### src/rtl/wt_if.sv
// Row-load handshake between the upstream weight source and wt_loader.
// One beat carries a full row of `size` weights; element i feeds column i.
interface wt_if #(
    parameter int size      = 16,
    parameter int bit_width = 8
);
    logic                                wt_valid;
    logic                                wt_ready;
    logic [size-1:0][bit_width-1:0]      wt_data;

    modport master (output wt_valid, output wt_data, input  wt_ready);
    modport slave  (input  wt_valid, input  wt_data, output wt_ready);
endinterface

### src/rtl/wt_loader.sv
// Weight-load sequencer feeding row 0 of a weight-stationary array.
// Shifts exactly `size` rows down the column chains, then pulses done.
module wt_loader #(
    parameter int size      = 16,
    parameter int bit_width = 8
) (
    input  logic                           clk,
    input  logic                           reset,
    input  logic                           start,
    wt_if.slave                            wt,
    output logic                           control,
    output logic [size-1:0][bit_width-1:0] wt_path_out,
    output logic                           busy,
    output logic                           done
);
    localparam int cnt_w = $clog2(size + 1);

    localparam logic [1:0] st_idle  = 2'd0;
    localparam logic [1:0] st_load  = 2'd1;
    localparam logic [1:0] st_flush = 2'd2;

    logic [1:0]       state;
    logic [cnt_w-1:0] row_cnt;
    logic             accept;
    logic             last_beat;

    assign wt.wt_ready = (state == st_load);
    assign busy        = (state != st_idle);
    assign accept      = wt.wt_valid & wt.wt_ready;
    assign last_beat   = (row_cnt == cnt_w'(size - 1));

    // NOTE: every register below uses <= so all of them see the same pre-edge
    // values of state and row_cnt; blocking writes would chain updates in one edge.
    always_ff @(posedge clk) begin
        if (reset) begin
            state       <= st_idle;
            row_cnt     <= '0;
            control     <= 1'b0;
            wt_path_out <= '0;
            done        <= 1'b0;
        end else begin
            // A cycle without an accept is a bubble: array holds, path holds.
            control <= accept;
            done    <= (state == st_flush);
            if (accept) begin
                wt_path_out <= wt.wt_data;
            end

            case (state)
                st_idle: begin
                    if (start) begin
                        state   <= st_load;
                        row_cnt <= '0;
                    end
                end
                st_load: begin
                    if (accept) begin
                        row_cnt <= row_cnt + 1'b1;
                        if (last_beat) begin
                            state <= st_flush;
                        end
                    end
                end
                st_flush: begin
                    state <= st_idle;
                end
                default: begin
                    state <= st_idle;
                end
            endcase
        end
    end
endmodule

### src/flat_wrapper.sv
// flat-port wrapper written by rule: the top's interface ports become plain ports
module wt_loader_flat 
#(
    parameter int size      = 16,
    parameter int bit_width = 8
)
  (clk, reset, start, control, wt_path_out, busy, done, wt_wt_valid, wt_wt_data, wt_wt_ready);
  wt_if #(.size(size), .bit_width(bit_width)) wt_i ();
  input  logic clk;
  input  logic reset;
  input  logic start;
  output logic control;
  output logic [size-1:0][bit_width-1:0] wt_path_out;
  output logic busy;
  output logic done;
  input wire logic [$bits(wt_i.wt_valid)-1:0] wt_wt_valid;
  input wire logic [$bits(wt_i.wt_data)-1:0] wt_wt_data;
  output wire logic [$bits(wt_i.wt_ready)-1:0] wt_wt_ready;
  assign wt_i.wt_valid = wt_wt_valid;
  assign wt_i.wt_data = wt_wt_data;
  assign wt_wt_ready = wt_i.wt_ready;
  wt_loader #(.size(size), .bit_width(bit_width)) u_core (.clk(clk), .reset(reset), .start(start), .wt(wt_i), .control(control), .wt_path_out(wt_path_out), .busy(busy), .done(done));
endmodule
### config.mk
export PLATFORM = sky130hd
export DESIGN_NAME = wt_loader_flat
export DESIGN_NICKNAME = d
export VERILOG_FILES = /design/src/rtl/wt_if.sv /design/src/rtl/wt_loader.sv /design/src/flat_wrapper.sv
export SDC_FILE = /design/constraint.sdc
export NUM_CORES = 1
export LEC_CHECK = 0
export BUFFER_PORTS_ARGS = -buffer_cell sky130_fd_sc_hd__buf_4
export CORE_MARGIN = 2
export CORE_UTILIZATION = 39
export CTS_CLUSTER_DIAMETER = 120
export DETAILED_ROUTE_END_ITERATION = 10
export GPL_TIMING_DRIVEN = 0
export PLACE_DENSITY = 0.73
export SLEW_MARGIN = 20
export SYNTH_ARGS = -nofsm -noshare
export SYNTH_HDL_FRONTEND = slang
export SYNTH_SLANG_ARGS = --single-unit
### constraint.sdc
create_clock -name clk -period 4.1 [get_ports clk]
set_clock_uncertainty 0.1 [all_clocks]
set_input_delay 0.615 -clock clk [delete_from_list [all_inputs] [get_ports clk]]
set_output_delay 0.615 -clock clk [all_outputs]
set_load 0.02 [all_outputs]
==> Flow_metrics.wiki <==
{| class="wikitable"
! Metric !! Value
|-
| Run status || complete, no violations
|-
| Via count of the routed design || 4883
|-
| Area fraction of the dominant cell type after synthesis || 57.5%
|-
| Max H-tree Level || 4
|-
| Number of top-level pins || 264
|-
| Reg-to-reg critical path endpoint || u_core.wt_path_out[116]
|-
| Clock network latency to the later pin of the worst-skew pair || 0.41 ns
|-
| Critical path arrival || 1.25 ns
|-
| Number of stages on the worst hold path || 2
|-
| Static Leakage || 3.29 nW
|-
| Wl on met1 || 5.94 mm
|-
| TritonCTS clock tree || yes
|-
| Initial cell density of the core || 39.8%
|-
| Worst min-delay path category || in2reg
|-
| #FFs+latches synth || 137
|-
| Ratio of routed vias to standard cells || 4.70
|-
| Count of distinct cell types in the synthesized netlist || 28
|-
| FFs w/ async S/R, synth || 0%
|-
| Clock tree sinks || 137
|-
| Worst hold slack after final layout || 0.318 ns
|-
| Max_slew headroom || 60.7%
|-
| Antenna diode instance count || 0
|-
| Internal power of the cells || 2.40 mW
|-
| Slew at the pin closest to its max-slew limit || 0.590 ns
|-
| Clock transition at the register clock pins on the worst setup and hold paths after CTS || 0.05 ns
|-
| Logic gate share of total power || 12.7%
|-
| Net switching component of the power || 0.755 mW
|-
| Number of enable-type register cells in the synthesized netlist || 0
|-
| Crit path required time || 3.38 ns
|-
| Global-route congestion overflow total || 0
|-
| # port buffers || 262
|-
| Hold Startpoint || start
|-
| Clock Tree Root || clkbuf_16
|-
| Setup repair after global routing missed its margin || false
|-
| Count of pins over their slew limit || 0
|-
| Maximum count of clock buffers along a single path || 2
|-
| Count of buffers added by post-CTS timing repair for setup || 0
|-
| Worst-path maximum fanout || 10
|-
| Worst Hold Endpoint || u_core.row_cnt[3]
|-
| Clock Power Share || 42.6%
|-
| Number of antenna violations at the first check in global routing || 0
|-
| Dominant cells by area after synthesis || dfxtp_1 58%, nand2_1 20%, a21oi_1 14%
|-
| GRT Util Overall || 21.4%
|-
| Vias in the first global route || 4454
|-
| Post-detailed-route count of antenna-violating nets || 0
|-
| Total cell area at the placement stage || 6920 um2
|-
| Fraction of power spent switching nets || 23.9%
|-
| Gates resized, CTS repair || 0
|-
| Final net count || 1014
|-
| Final Setup Violations || 0
|-
| Total power divided by cell area || 425 nW/um2
|-
| Net Count, Synth || 733
|-
| Delay contributed by the slowest stage of the critical path || 0.30 ns
|-
| Sequential area share after synthesis || 57.5%
|-
| Total Wirelength || 14.3 mm
|-
| WL/cell || 13.7 um
|-
| Core region area || 12000 um2
|-
| Die span in y || 115 um
|-
| Post-synthesis cell area || 4770 um2
|-
| Min Clock Period, post-route || 1.97 ns
|-
| Final hold violations || 0
|-
| Weighted congestion reported at the end of routability-driven placement || 0.786
|-
| Synthesized area per cell || 7.96 um2
|-
| Kind of end point of the critical path || primary output
|-
| DR WL met2 || 6.84 mm
|-
| Initial DRT Pass Iterations || 4
|-
| Die X-Extent || 115 um
|-
| Crit path cell chain || clkbuf_2 > nor2_1 > inv_1 > buf_4
|-
| Worst setup SP type || register
|-
| Met3 WL post-DR || 1.12 mm
|-
| Global-route wire length before repair || 21.8 mm
|-
| Fraction of layout cells with a size suffix above 1 || 34.9%
|-
| Reg power frac || 44.8%
|-
| Highest metal layer with signal wires || met4
|-
| Worst setup path class || reg2out
|-
| Cell count after synthesis || 599
|-
| Predominant post-synthesis flop cell || dfxtp_1
|-
| Worst voltage drop across the vdd grid || 0.000288 V
|-
| Critical Path Slowest Stage Cell || dfxtp_1
|-
| Biggest area consumer among synthesized cells || dfxtp_1
|-
| Drt drc || 0
|-
| Number of cells traversed by the worst register-to-register path || 7
|-
| Sum of negative setup slack || 0 ns
|-
| Warnings from Yosys || 0
|-
| Total half-perimeter wirelength after legalization and detailed placement || 10.3 mm
|-
| Pin count of the biggest net entering global routing || 17
|-
| Post-synthesis to final-layout area growth || 56.0%
|-
| Setup slack of the worst register-to-register path || 2.32 ns
|-
| Total of hold buffers inserted after clock tree synthesis || 0
|-
| Number of cell rows || 40
|-
| Top achievable clock speed || 509 MHz
|-
| Final worst-path cycle share || 47.9%
|-
| Final design area excluding fillers || 7430 um2
|-
| Total die area || 13100 um2
|-
| Number of buffers added by the clock tree synthesis step || 17
|-
| Iter 0 DRT Violations || 345
|-
| Launching point of the worst reg2reg path || u_core.state[0]
|-
| Max_cap viols || 0
|}
## cells by family (layout without fill, tap and decap cells)
| family | Yosys count | in the layout | share of synthesized area [%] |
|---|---|---|---|
| multiplexers | 1 | 1 | 0.210 |
| AO/OA/AOI/OAI | 139 | 139 | 15.0 |
| adder cells (fa/ha/maj) | 2 | 2 | 0.525 |
| flip-flops | 137 | 137 | 57.5 |
| buffers and inverters | 48 | 340 | 4.57 |
| AND/OR/NAND/NOR | 272 | 272 | 22.1 |
## synthesized netlist by cell type, types with 2 or more instances
cell type  number
buf_2          23
ha_1            2
o31ai_1         2
inv_1           2
o21ai_0         2
dfxtp_1       137
nand2_1       258
clkbuf_1       21
nor2_1          4
a21oi_1       130
## power groups by stage
stage | combinational, mW | sequential, mW | clock [mW]
after floorplan | 0.119 | 1.50 | 0
after global placement | 0.399 | 1.44 | 0
after detailed placement | 0.402 | 1.44 | 0
after CTS | 0.403 | 1.41 | 1.38
after global routing | 0.434 | 1.42 | 1.44
final | 0.400 | 1.41 | 1.34
## cell type report
cell class	instances	area [um2]
Sequential cell	137	2740
Fill cell	1158	4530
Timing Repair Buffer	262	1970
Clock inverter	3	15.0
Tap cell	147	184
Multi-Input combinational cell	414	1810
Buffer	46	210
Clock buffer	27	503
Inverter	2	7.51
## worst max-delay path: cells and delay by family (launching register included)
family	cells	cell delay (ns)
buffers and inverters	3	0.38
DFF	1	0.30
and+or+nand+nor	1	0.15
## placed cells by master (no fill, tap or decap), types with 3 or more instances in the layout
| cell type | count |
|---|---|
| buf_4 | 262 |
| nand2_1 | 258 |
| dfxtp_1 | 137 |
| a21oi_1 | 130 |
| clkbuf_1 | 27 |
| buf_2 | 23 |
| clkbuf_16 | 17 |
| nor2_1 | 4 |
| clkbuf_8 | 4 |
| clkinv_2 | 3 |
## layer usage
layer,vias up,global-route usage [%]
met5,-,0
met4,0,9.19
met3,27,7.83
met2,176,34.8
met1,2179,25.4
li1,2501,-
## worst max path at each step
stage | start | endpoint | slack, ns | cells after the start
global route | u_core.state[1] | busy | 2.01 | 4
global placement | wt_wt_valid | u_core.wt_path_out[103] | 2.06 | 7
detailed placement | wt_wt_valid | u_core.wt_path_out[120] | 2.00 | 7
CTS | u_core.state[1] | busy | 2.11 | 4
finish | u_core.state[1] | busy | 2.13 | 4
floorplan | wt_wt_valid | u_core.row_cnt[3] | 2.51 | 3
## state kept, by name, indices dropped and copies added (netlist names)
name	cells
u_core.control	1
u_core.done	1
u_core.row_cnt	5
u_core.state	2
u_core.wt_path_out	128
## through the flow
| stage | setup WS (ns) | power (mW) | instances | util [%] |
|---|---|---|---|---|
| floorplan | 2.51 | 1.62 | 599 | - |
| global placement | 2.06 | 1.84 | 1008 | 57.8 |
| detailed placement | 2.00 | 1.84 | 1008 | 57.8 |
| CTS | 2.11 | 3.19 | 1038 | 62.2 |
| global route | 2.01 | 3.29 | 1038 | 62.2 |
| finish | 2.13 | 3.16 | 1038 | 62.2 |
Power figures use the tool's default switching activity.
